$ cat src/rtl/uart_tx_wb.sv
// Wishbone-attached UART transmitter: CSR block, TX FIFO and an 8N1/8N2 serialiser.
// Frames start from the FIFO head and run back-to-back while tx_en is set.
module uart_tx_wb #(
   parameter int          FIFO_DEPTH = 8,
   parameter logic [15:0] DIV_RESET  = 16'd867
) (
   input  logic        clk,
   input  logic        reset,
   input  logic [3:0]  wb_adr_i,
   input  logic [31:0] wb_dat_i,
   output logic [31:0] wb_dat_o,
   input  logic [3:0]  wb_sel_i,
   input  logic        wb_we_i,
   input  logic        wb_stb_i,
   input  logic        wb_cyc_i,
   output logic        wb_ack_o,
   output logic        o_uart_tx,
   output logic        o_tx_irq
);
   localparam int            PW       = $clog2(FIFO_DEPTH);
   localparam int            CW       = PW + 1;
   localparam logic [CW-1:0] FULL_CNT = CW'(FIFO_DEPTH);

   typedef enum logic [1:0] {S_IDLE, S_START, S_DATA, S_STOP} state_e;

   // Bus / CSR state
   logic          ack_q;
   logic [31:0]   dat_q;
   logic [15:0]   div_q;
   logic          tx_en_q, two_stop_q, irq_en_q, ovf_q, irq_q;

   // FIFO state
   logic [7:0]    mem [FIFO_DEPTH];
   logic [PW-1:0] wr_ptr_q, rd_ptr_q;
   logic [CW-1:0] count_q, count_d;

   // Serialiser state
   state_e        state_q, state_d;
   logic [15:0]   cnt_q, cnt_d, fdiv_q, fdiv_d;
   logic [2:0]    idx_q, idx_d;
   logic [7:0]    shift_q, shift_d;
   logic          ftwo_q, ftwo_d;
   logic          tx_q;

   logic          req, wr_en, push_req, push, pop, ovf_set, ovf_clr;
   logic          full, empty, busy, bit_end, start_ok;
   logic [1:0]    addr;
   logic [7:0]    head;
   logic [31:0]   rd_data;
   logic          unused_bits;

   assign unused_bits = ^{wb_adr_i[1:0], wb_sel_i[3:1], wb_dat_i[31:16]};

   assign addr     = wb_adr_i[3:2];
   assign req      = wb_stb_i & wb_cyc_i & ~ack_q;
   assign wr_en    = req & wb_we_i & wb_sel_i[0];
   assign push_req = wr_en & (addr == 2'd0);
   assign ovf_clr  = wr_en & (addr == 2'd3) & wb_dat_i[3];

   assign full     = (count_q == FULL_CNT);
   assign empty    = (count_q == '0);
   assign busy     = (state_q != S_IDLE);
   assign head     = mem[rd_ptr_q];

   // A full FIFO still takes the write when the serialiser frees a slot on the same edge.
   assign push     = push_req & (~full | pop);
   assign ovf_set  = push_req & full & ~pop;

   always_comb begin
      rd_data = '0;
      if (req && !wb_we_i) begin
         case (addr)
            2'd1:    rd_data = {23'd0, 5'(count_q), ovf_q, empty, full, busy};
            2'd2:    rd_data = {16'd0, div_q};
            2'd3:    rd_data = {29'd0, irq_en_q, two_stop_q, tx_en_q};
            default: rd_data = '0;
         endcase
      end
   end

   always_ff @(posedge clk) begin
      if (reset) begin
         ack_q      <= 1'b0;
         dat_q      <= '0;
         div_q      <= DIV_RESET;
         tx_en_q    <= 1'b0;
         two_stop_q <= 1'b0;
         irq_en_q   <= 1'b0;
         ovf_q      <= 1'b0;
         irq_q      <= 1'b0;
      end else begin
         ack_q <= req;
         dat_q <= rd_data;
         if (wr_en && addr == 2'd2) div_q <= wb_dat_i[15:0];
         if (wr_en && addr == 2'd3) begin
            tx_en_q    <= wb_dat_i[0];
            two_stop_q <= wb_dat_i[1];
            irq_en_q   <= wb_dat_i[2];
         end
         if (ovf_set)      ovf_q <= 1'b1;
         else if (ovf_clr) ovf_q <= 1'b0;
         irq_q <= empty & irq_en_q;
      end
   end

   always_comb begin
      count_d = count_q;
      case ({push, pop})
         2'b10:   count_d = count_q + CW'(1);
         2'b01:   count_d = count_q - CW'(1);
         default: count_d = count_q;
      endcase
   end

   always_ff @(posedge clk) begin
      if (reset) begin
         wr_ptr_q <= '0;
         rd_ptr_q <= '0;
         count_q  <= '0;
      end else begin
         if (push) wr_ptr_q <= wr_ptr_q + PW'(1);
         if (pop)  rd_ptr_q <= rd_ptr_q + PW'(1);
         count_q <= count_d;
      end
   end

   // NOTE: storage is left unreset; the pointers and count alone define which entries are valid.
   always_ff @(posedge clk) begin
      if (push) mem[wr_ptr_q] <= wb_dat_i[7:0];
   end

   assign bit_end  = (cnt_q == '0);
   assign start_ok = tx_en_q & ~empty;

   always_comb begin
      state_d = state_q;
      cnt_d   = cnt_q;
      idx_d   = idx_q;
      shift_d = shift_q;
      fdiv_d  = fdiv_q;
      ftwo_d  = ftwo_q;
      pop     = 1'b0;
      case (state_q)
         S_IDLE: begin
            if (start_ok) begin
               pop     = 1'b1;
               state_d = S_START;
               shift_d = head;
               fdiv_d  = div_q;
               ftwo_d  = two_stop_q;
               cnt_d   = div_q;
               idx_d   = '0;
            end
         end
         S_START: begin
            if (bit_end) begin
               state_d = S_DATA;
               cnt_d   = fdiv_q;
               idx_d   = '0;
            end else begin
               cnt_d = cnt_q - 16'd1;
            end
         end
         S_DATA: begin
            if (bit_end) begin
               cnt_d   = fdiv_q;
               shift_d = {1'b0, shift_q[7:1]};
               if (idx_q == 3'd7) begin
                  state_d = S_STOP;
                  idx_d   = '0;
               end else begin
                  idx_d = idx_q + 3'd1;
               end
            end else begin
               cnt_d = cnt_q - 16'd1;
            end
         end
         S_STOP: begin
            if (!bit_end) begin
               cnt_d = cnt_q - 16'd1;
            end else if (ftwo_q && idx_q == 3'd0) begin
               idx_d = 3'd1;
               cnt_d = fdiv_q;
            end else if (start_ok) begin
               pop     = 1'b1;
               state_d = S_START;
               shift_d = head;
               fdiv_d  = div_q;
               ftwo_d  = two_stop_q;
               cnt_d   = div_q;
               idx_d   = '0;
            end else begin
               state_d = S_IDLE;
            end
         end
         default: state_d = S_IDLE;
      endcase
   end

   always_ff @(posedge clk) begin
      if (reset) begin
         state_q <= S_IDLE;
         cnt_q   <= '0;
         idx_q   <= '0;
         shift_q <= '0;
         fdiv_q  <= '0;
         ftwo_q  <= 1'b0;
         tx_q    <= 1'b1;
      end else begin
         state_q <= state_d;
         cnt_q   <= cnt_d;
         idx_q   <= idx_d;
         shift_q <= shift_d;
         fdiv_q  <= fdiv_d;
         ftwo_q  <= ftwo_d;
         // The line is a registered image of the current state, one cycle behind it.
         case (state_q)
            S_START: tx_q <= 1'b0;
            S_DATA:  tx_q <= shift_q[0];
            default: tx_q <= 1'b1;
         endcase
      end
   end

   assign wb_ack_o  = ack_q;
   assign wb_dat_o  = dat_q;
   assign o_uart_tx = tx_q;
   assign o_tx_irq  = irq_q;

endmodule

$ cat config.mk
export PLATFORM = sky130hd
export DESIGN_NAME = uart_tx_wb
export DESIGN_NICKNAME = d
export VERILOG_FILES = /design/src/rtl/uart_tx_wb.sv
export SDC_FILE = /design/constraint.sdc
export NUM_CORES = 1
export LEC_CHECK = 0
export ABC_AREA = 1
export CAP_MARGIN = 0
export CORE_ASPECT_RATIO = 0.6
export CORE_MARGIN = 3
export CORE_UTILIZATION = 45
export CTS_CLUSTER_SIZE = 20
export DETAILED_ROUTE_END_ITERATION = 8
export GPL_TIMING_DRIVEN = 0
export MAX_ROUTING_LAYER = met4
export PLACE_DENSITY = 0.63
export SLEW_MARGIN = 20
export SYNTH_ARGS = -nofsm -noshare
export SYNTH_HDL_FRONTEND = slang
export SYNTH_SLANG_ARGS = --single-unit
$ cat constraint.sdc
create_clock -name clk -period 3.3 [get_ports clk]
set_input_delay 0.66 -clock clk [delete_from_list [all_inputs] [get_ports clk]]
set_output_delay 0.66 -clock clk [all_outputs]
set_load 0.03 [all_outputs]
==> summary.txt, run 1 <==
Setup path
  • Cell mode on critical path: nand2_4
  • Crit path buffers/inverters: 1
  • Cell Chain, Critical Path: ha_1 -> inv_2 -> nor2_2 -> nand3_2 -> nand2_4 -> nand2_4 -> nand2_4 -> nand2_4 -> or2_4 -> nor3_2
  • Peak fanout along the critical path: 8
  • Kind of cell adding the most delay to the critical path: simple AND/OR/NAND/NOR gates
  • Max stage delay cell, worst path: nor3_2
  • Worst EP arrival: 2930 ps
  • Worst setup SP type: flip-flop
  • Crit Path Category: flip-flop to flip-flop
  • Endpoint class of the critical path: flip-flop
  • WP data required: about 3300 ps
  • Worst path max stage delay: 640 ps

Timing
  • Max frequency: about 0.35 GHz
  • Tcrit/Tclk final: 0.877
  • Setup WS post-layout: 406 ps
  • Pins over their slew limit: 0
  • Least-Margin Pin Slew: around 840 ps
  • Setup total negative slack: 0 ps
  • RSZ-0062 raised after global routing: false
  • Final worst path period need: 2890 ps
  • Hold Fails Final Rpt: 0
  • Setup violations, final: 0
  • Final clock skew: 20.0 ps
  • Slew margin rel.: 0.436

Yosys
  • Yosys warning count: 0
  • Post-synth EDFFs: 64
  • Post-synthesis area per instance: between 8 and 9 um2
  • Synth Instances: 840
  • Post-synth cell types: 40
  • Area share of the largest cell type after synthesis: 0.269
  • Synth area leaders: dfxtp_1 27%, edfxtp_1 26%, nand2_1 6.5%
  • Register bit total from synthesis: 162
  • Async set-or-reset flop fraction in the synthesized netlist: 0
  • Synth area leader: dfxtp_1
  • Register area share after synthesis: 0.533
  • Post-Synthesis Cell Area: 7290 um2
  • Dominant synthesized flop cell: dfxtp_1

Placement
  • Worst slack at placement: 37.4 ps
  • PortBufs: 42
  • Post-DP HPWL: ~15000 um
  • GPL Wtd Cong: 0.911

GRT
  • Vias in the first global route: 5400
  • Initial antenna violation count: 0
  • Largest net degree at the start of global routing: 17
  • GRT overflow: 0
  • GR Util All Layers: 0.241
  • First-pass GRT wire length: 31800 um

Floorplan
  • Die Width: roughly 170 um
  • Top Ports: 80
  • FP Rows: 35
  • Core area: 15600 um2
  • Chip Height: 105 um
  • Starting Density: 0.468
  • DIE AREA: 17800 um2

Status
  • Status: completed

Power
  • VDD IR max: 0.000355 V
  • Power Dens Cells: 658 nW/um2
  • Total power: 0.00568 W
  • Leakage: approximately 3.3 nW

Drt
  • DRT Pass-1 Iters: 5
  • Routed length per instance: 18.0 um
  • Antenna Nets Post-Route: 0
  • DRC viols: 0
  • Starting DRT DRC Count: 714
  • Vias per cell: 5.40
  • DR vias: 6121
  • Routed wire length: 20400 um

Hold path
  • Hold Path Class: flip-flop to flip-flop

Final layout
  • FILL cells: roughly 1400
  • Share of cells above drive strength 1: 0.102
  • Util after Layout: 0.553
  • Layout Area Growth over Synthesis: 18.3%
  • Final net count: 974
  • ANT cells: 0

Clock tree
  • Total CTS buffers: 17
  • Root Driver: clkbuf_16
  • Post-CTS Setup Inserts: 0
  • Hold buffer count at cts: 0
  • CTS Sinks: between 150 and 200
  • Clock Path Buffers: 2
  • H-tree levels: 4
  • Post-cts resize count: 0
  • Clock transition at path regs: roughly 70 ps
  • Clock latency on the worst-skew pair: 430 ps
  • TritonCTS clock tree: yes

Flow run
  • MaxCap Viol Count: 0
## sequential cells by signal, summed over array words and instances (netlist names), 2 cells and up, named ones only
signal    count
count_q       4
state_q       2
shift_q       8
rd_ptr_q      3
cnt_q        16
idx_q         3
div_q        16
mem          64
wb_dat_o     16
fdiv_q       16
wr_ptr_q      3
## synth_stat cells (13+ instances only)
| library cell | number |
|---|---|
| a21oi_1 | 69 |
| buf_4 | 16 |
| clkbuf_1 | 24 |
| dfxtp_1 | 98 |
| edfxtp_1 | 64 |
| inv_1 | 82 |
| nand2_1 | 126 |
| nand3_1 | 24 |
| nor2_1 | 93 |
| nor3_1 | 13 |
| o211ai_1 | 18 |
| o21ai_0 | 86 |
| o21ai_1 | 18 |
| o22ai_1 | 14 |
## worst register-to-register path, delay by kind of cell (launching register included)
kind,cells,cell delay (ps)
AND/OR/NAND/NOR,8,1660
flip-flops,1,390
adder cells (fa/ha/maj),1,380
buffers and inverters,1,80
## layout make-up
class / instances / area, um2 / share of cell area
Clock inverter: 13 / 124 / 0.0144
Buffer: 49 / 272 / 0.0315
Clock buffer: 19 / 454 / 0.0527
Multi-Input combinational cell: 555 / 2880 / 0.333
Timing Repair Buffer: 43 / 428 / 0.0496
Inverter: 89 / 334 / 0.0387
Tap cell: 203 / 254 / 0.0295
Sequential cell: 162 / 3880 / 0.450
## placed cells by master (no fill, tap or decap), types with 3 or more instances in the layout
master	Yosys	layout
clkbuf_1	24	25
xnor2_1	6	6
o22ai_1	14	14
edfxtp_1	64	64
clkbuf_16	0	18
xor2_1	5	5
dfxtp_1	98	98
o211ai_1	18	18
nand3_1	24	24
a31oi_1	3	3
nand3_2	3	3
inv_6	0	4
clkdlybuf4s50_1	0	42
nor3_2	4	7
nor3_1	13	10
a21oi_1	69	69
nand4_1	6	6
conb_1	1	16
ha_1	12	12
buf_6	3	3
o21ai_1	18	18
nor2_1	93	93
nor2_2	8	8
nand2_2	4	4
nand2_4	6	6
buf_4	16	17
o221ai_1	9	9
inv_2	7	7
inv_1	82	83
nand2_1	126	126
o21ai_0	86	86
buf_2	4	4
## worst paths after layout
path         startpoint         to  slack [ps]  depth (start not counted)
max          state_q[0]  mem[0][7]         410                         10
min           fdiv_q[4]  fdiv_q[4]         450                          2
max reg2reg  state_q[0]  mem[0][7]         410                         10
min reg2reg   fdiv_q[4]  fdiv_q[4]         450                          2
## per-stage QoR
| stage | hold WS, ps | instances | instance area (um2) |
|---|---|---|---|
| floorplan | 423 | 855 | 7350 |
| global placement | 441 | 1100 | 8020 |
| detailed placement | 444 | 1101 | 8050 |
| CTS | 454 | 1133 | 8620 |
| global route | 484 | 1133 | 8620 |
| finish | 454 | 1133 | 8620 |
## logic make-up (layout without fill, tap and decap cells)
| group | after synthesis | count (layout) | share of synthesized area |
|---|---|---|---|
| compound gates | 222 | 222 | 0.170 |
| xor+xnor | 11 | 11 | 0.0132 |
| fa+ha+maj | 12 | 12 | 0.0206 |
| buf+inv | 138 | 213 | 0.0830 |
| flops | 162 | 162 | 0.533 |
| other cells | 1 | 16 | 0.000514 |
| simple gates | 294 | 294 | 0.180 |
## power by group
group | total [W] | internal [W] | switching (W)
logic | 0.00148 | 0.000498 | 0.000986
clock network | 0.00196 | 0.00110 | 0.000857
registers | 0.00224 | 0.00217 | 0.0000727
total | 0.00568 | 0.00376 | 0.00192
## metal layers
metal | track usage | vias up | routed length [um]
met4 | 0.0475 | 0 | 163
met1 | 0.406 | 2852 | 10500
li1 | - | 2975 | -
met3 | 0.0681 | 17 | 2580
met5 | - | - | 0
met2 | 0.273 | 277 | 7210
No activity file was read; power rests on OpenSTA's default activity.
==> run 2, diff against run 1 <==
--- a/config.mk
+++ b/config.mk
@@ -14,7 +14,7 @@
 export DETAILED_ROUTE_END_ITERATION = 8
 export GPL_TIMING_DRIVEN = 0
 export MAX_ROUTING_LAYER = met4
-export PLACE_DENSITY = 0.63
+export PLACE_DENSITY = 0.66
 export SLEW_MARGIN = 20
 export SYNTH_ARGS = -nofsm -noshare
 export SYNTH_HDL_FRONTEND = slang
==> summary.txt, run 2 (same netlist as run 1, synthesis figures left out) <==
Final layout
  • Most frequent cells in the layout: 126 x nand2_1, 98 x dfxtp_1, 93 x nor2_1
  • Commonest non-fill, non-tap cell in the layout: nand2_1
  • Share of cells above drive strength 1: 0.103
  • Top reg by flops: mem
  • Final net count: 974
  • Largest register FFs: 64
  • Layout Area Growth over Synthesis: 19.2%
  • FILL cells: 1386

Clock tree
  • TritonCTS clock tree: yes
  • Root Driver: clkbuf_16
  • CTS Sinks: approximately 160
  • Total CTS buffers: 17
  • Clock Path Buffers: 2
  • Post-cts resize count: 0
  • Clock latency on the worst-skew pair: 430 ps
  • Post-CTS Setup Inserts: 0
  • H-tree levels: 4
  • Clock transition at path regs: around 70 ps
  • Hold buffer count at cts: 0

Setup path
  • Path depth of the worst reg2reg path: 11
  • Worst EP arrival: 2930 ps
  • RR Startpoint: state_q[0]
  • Endpoint class of the critical path: flip-flop
  • Worst setup SP type: flip-flop
  • Peak fanout along the critical path: 8
  • Cell Chain, Critical Path: ha_1 -> inv_2 -> nor2_2 -> nand3_2 -> nand2_4 -> nand2_4 -> nand2_4 -> nand2_4 -> inv_1 -> nand2_1 -> nor3_2
  • Flop2flop setup slack: 430 ps
  • Max stage delay cell, worst path: nor3_2
  • Crit path launch: state_q[0]
  • WP data required: 3350 ps
  • Crit Path Category: flip-flop to flip-flop
  • Worst path max stage delay: 700 ps
  • Kind of cell adding the most delay to the critical path: simple AND/OR/NAND/NOR gates
  • Reg-to-reg endpoint: mem[7][7]
  • Crit path buffers/inverters: 2
  • Cell mode on critical path: nand2_4

GRT
  • Largest net degree at the start of global routing: 17
  • Vias in the first global route: 5414
  • GRT overflow: 0
  • Initial antenna violation count: 0
  • First-pass GRT wire length: 31500 um
  • GR Util All Layers: 0.238

Power
  • Power Dens Cells: 677 nW/um2
  • Leakage: 3.38 nW
  • VDD IR max: 0.000360 V

Drt
  • Met3 WL: 2050 um
  • Starting DRT DRC Count: between 700 and 800
  • DRC viols: 0
  • DR vias: 6177
  • Vias per cell: 5.45
  • DRT Pass-1 Iters: 6
  • Routed wl met2: 7820 um
  • Met1 WL: about 10000 um
  • Routed length per instance: 18.1 um
  • Routed wire length: 20500 um
  • Uppermost layer routed: met4
  • Antenna Nets Post-Route: 0

Timing
  • Setup total negative slack: 0 ps
  • RSZ-0062 raised after global routing: false
  • Setup violations, final: 0
  • WHS: around 450 ps
  • Least-Margin Pin Slew: a little under 900 ps
  • Final clock skew: roughly 15 ps
  • Hold Fails Final Rpt: 0
  • Pins over their slew limit: 0
  • Slew margin rel.: 0.414
  • Final worst path period need: 2870 ps
  • Max frequency: 0.348 GHz
  • Tcrit/Tclk final: 0.870

Floorplan
  • Starting Density: 0.468
  • Core area: 15600 um2
  • Top Ports: 80
  • DIE AREA: around 18000 um2
  • Chip Height: 105 um
  • Die Width: 170 um
  • FP Rows: 35

Placement
  • GPL Wtd Cong: 0.939
  • Post-DP HPWL: 14800 um
  • PortBufs: 42

Hold path
  • Hold Path Class: flip-flop to flip-flop
  • Beginning of the worst hold path: fdiv_q[3]
  • Hold Path Cell Cnt: 2
  • Hold Path End: fdiv_q[3]

Status
  • Status: completed

Flow run
  • MaxCap Viol Count: 0
-- run 2: cell types whose count changed in the layout (fill, tap and decap cells not counted), sizes merged --
cell	delta
clkinvlp	-2
inv	+1
diode	+1
clkbuf	-2
bufinv	+3
-- run 2: worst max path at each step --
stage                           end  cells after the start
after global routing      mem[7][0]                      9
after detailed placement  mem[0][1]                      8
final                     mem[7][7]                     11
after CTS                 mem[0][7]                     11
after global placement    mem[3][1]                      9
after floorplan           mem[3][0]                     11
-- run 2: worst register-to-register path: cells and delay by family (launching register included) --
family                   cells  cell delay, ps
adder cells (fa/ha/maj)      1             380
buffers and inverters        2             160
flip-flops                   1             400
AND/OR/NAND/NOR              8            1570
-- run 2: per-layer routing --
layer  GRT usage  up-vias
met5           -        -
met4      0.0498        0
met3      0.0518       18
met2       0.289      312
met1       0.392     2874
li1            -     2973
-- run 2: cell type report --
class | instances | area, um2 | share of cell area
timing repair buffer | 43 | 428 | 0.0492
antenna | 1 | 2.50 | 0.000288
clock buffer | 17 | 425 | 0.0489
inverter | 89 | 334 | 0.0384
tap | 203 | 254 | 0.0292
clock inverter | 15 | 219 | 0.0252
buffer | 49 | 272 | 0.0312
multi-input combinational | 555 | 2880 | 0.331
sequential | 162 | 3880 | 0.447
-- run 2: report_power, final --
group	switching (W)	internal, W
registers	0.0000747	0.00217
logic	0.000967	0.000497
clock network	0.000888	0.00130
-- run 2: through the flow --
| stage | util | total power, W | instance area [um2] | worst slack (ps) | cells |
|---|---|---|---|---|---|
| CTS | 0.557 | 0.00586 | 8690 | 406 | 1133 |
| finish | 0.558 | 0.00589 | 8690 | 428 | 1134 |
| detailed placement | 0.516 | 0.00370 | 8050 | -5.57 | 1101 |
| global placement | 0.515 | 0.00368 | 8020 | -523 | 1100 |
| floorplan | - | 0.00334 | 7350 | 854 | 855 |
| global route | 0.557 | 0.00613 | 8690 | 174 | 1133 |
==> run 3, diff against run 2 <==
--- a/config.mk
+++ b/config.mk
@@ -14,7 +14,7 @@
 export DETAILED_ROUTE_END_ITERATION = 8
 export GPL_TIMING_DRIVEN = 0
 export MAX_ROUTING_LAYER = met4
-export PLACE_DENSITY = 0.66
+export PLACE_DENSITY_LB_ADDON = 0.08
 export SLEW_MARGIN = 20
 export SYNTH_ARGS = -nofsm -noshare
 export SYNTH_HDL_FRONTEND = slang
==> constraint.sdc (replaced) <==
create_clock -name clk -period 3.3 [get_ports clk]
set_input_delay 0.66 -clock clk [delete_from_list [all_inputs] [get_ports clk]]
set_output_delay 0.66 -clock clk [all_outputs]
set_load 0.05 [all_outputs]
==> summary.txt, run 3 (same netlist as run 1, synthesis figures left out) <==
Status
  • Status: completed

Floorplan
  • FP Rows: 35
  • Core area: 15600 um2
  • DIE AREA: 17800 um2
  • Die Width: 170 um
  • Chip Height: 105 um
  • Top Ports: 80
  • Starting Density: 0.468

Setup path
  • Reg-to-reg endpoint: mem[2][0]
  • WP data required: 3350 ps
  • Flop2flop setup slack: 380 ps
  • Endpoint class of the critical path: flip-flop
  • Crit path launch: wb_stb_i
  • Crit path buffers/inverters: 2
  • Kind of cell adding the most delay to the critical path: simple AND/OR/NAND/NOR gates
  • Worst path max stage delay: 670 ps
  • Crit Path Category: input pin to flip-flop
  • Peak fanout along the critical path: 8
  • Max stage delay cell, worst path: nor3_2
  • Worst EP arrival: 2990 ps
  • Path depth of the worst reg2reg path: 11
  • RR Startpoint: cnt_q[0]
  • Worst setup SP type: input pin
  • Cell Chain, Critical Path: clkdlybuf4s50_1 -> nand2_1 -> nor2_1 -> nand4_1 -> inv_1 -> nand2_4 -> or2_4 -> nor3_2

GRT
  • GR Util All Layers: 0.244
  • Initial antenna violation count: 0
  • Largest net degree at the start of global routing: 17
  • Vias in the first global route: 5859
  • GRT overflow: 0
  • First-pass GRT wire length: 32300 um

Placement
  • Placed Area: 8050 um2
  • Post-DP HPWL: 15300 um
  • GPL Wtd Cong: 0.943
  • PortBufs: 42

Final layout
  • Top reg by flops: mem
  • Design Area, Final: 8620 um2
  • Layout Area Growth over Synthesis: 18.2%
  • ANT cells: 0
  • Register Area: 3880 um2
  • Share of cells above drive strength 1: 0.103
  • Util after Layout: 0.553
  • Largest register FFs: between 60 and 70
  • Most frequent cells in the layout: 126 x nand2_1, 98 x dfxtp_1, 93 x nor2_1
  • FILL cells: 1412
  • Area occupied by multi-input gates: about 2900 um2
  • Final net count: 974
  • Commonest non-fill, non-tap cell in the layout: nand2_1

Timing
  • Setup violations, final: 0
  • Final worst path period need: between 2000 and 3000 ps
  • Final clock skew: between 10 and 15 ps
  • Least-Margin Pin Slew: 885 ps
  • Slew margin rel.: 0.407
  • Setup total negative slack: 0 ps
  • Tcrit/Tclk final: 0.891
  • Max frequency: 0.340 GHz
  • Hold Fails Final Rpt: 0
  • Pins over their slew limit: 0
  • RSZ-0062 raised after global routing: false

Drt
  • Starting DRT DRC Count: 659
  • Antenna Nets Post-Route: 0
  • Vias per cell: 5.47
  • DRT Pass-1 Iters: 6
  • DRC viols: 0
  • Routed length per instance: ~18 um
  • DR vias: ~6200
  • Routed wire length: 20600 um

Power
  • Pint: between 0.003 and 0.004 W
  • Switch share: 0.343
  • Total power: 0.00571 W
  • VDD IR max: 0.000348 V
  • P_sw: 0.00196 W
  • Clock Power Share: 0.340
  • Seq pwr share: 0.392
  • Combinational share of power: 0.268
  • Power Dens Cells: 662 nW/um2
  • Leakage: roughly 3.3 nW

Clock tree
  • Clock transition at path regs: 70 ps
  • CTS Sinks: 162
  • Post-cts resize count: 0
  • Clock Path Buffers: 2
  • Total CTS buffers: 17
  • H-tree levels: 4
  • Clock latency on the worst-skew pair: between 400 and 500 ps
  • Post-CTS Setup Inserts: 0
  • TritonCTS clock tree: yes
  • Root Driver: clkbuf_16
  • Hold buffer count at cts: 0

Hold path
  • Beginning of the worst hold path: fdiv_q[14]
  • Hold Path Cell Cnt: 2
  • Hold Path End: fdiv_q[14]
  • Hold Path Class: flip-flop to flip-flop

Flow run
  • MaxCap Viol Count: 0
## run 3: worst max path at each step
stage	to	slack (ps)	depth (start not counted)
2_1_floorplan	mem[3][0]	850	11
3_3_place_gp	mem[3][7]	-470	9
3_5_place_dp	mem[2][7]	-50	8
4_1_cts	mem[2][7]	390	8
5_1_grt	mem[1][1]	160	9
6_report	mem[2][0]	360	8
## run 3: power by group through the flow
| stage | clock network, W | registers, W | logic [W] |
|---|---|---|---|
| after global placement | 0 | 0.00228 | 0.00146 |
| after CTS | 0.00196 | 0.00224 | 0.00148 |
| after floorplan | 0 | 0.00229 | 0.00108 |
| final | 0.00194 | 0.00224 | 0.00153 |
| after detailed placement | 0 | 0.00228 | 0.00147 |
| after global routing | 0.00205 | 0.00225 | 0.00167 |
## run 3: layer usage
metal	wire length (um)	GRT usage	vias to the layer above
met3	2240	0.0775	17
met5	0	-	-
met1	10300	0.374	2923
met2	7920	0.306	291
met4	169	0.0590	0
li1	-	-	2966
## run 3: layout make-up
class / instances / area share
Multi-Input combinational cell: 555 / 0.333
Inverter: 89 / 0.0387
Tap cell: 203 / 0.0295
Timing Repair Buffer: 43 / 0.0496
Buffer: 49 / 0.0315
Clock inverter: 14 / 0.0147
Sequential cell: 162 / 0.450
Clock buffer: 18 / 0.0522
## run 3: tightest hold or removal path, cell delays in order, from the launching register on
cell     delay, ps
dfxtp_1        300
inv_1           60
a21oi_1         50
## run 3: metrics by stage
stage | setup WS (ps) | cells | hold slack (ps)
2_1_floorplan | 854 | 855 | 423
5_1_grt | 158 | 1133 | 474
3_5_place_dp | -52.3 | 1101 | 446
6_report | 360 | 1133 | 453
4_1_cts | 389 | 1133 | 460
3_3_place_gp | -470 | 1100 | 441
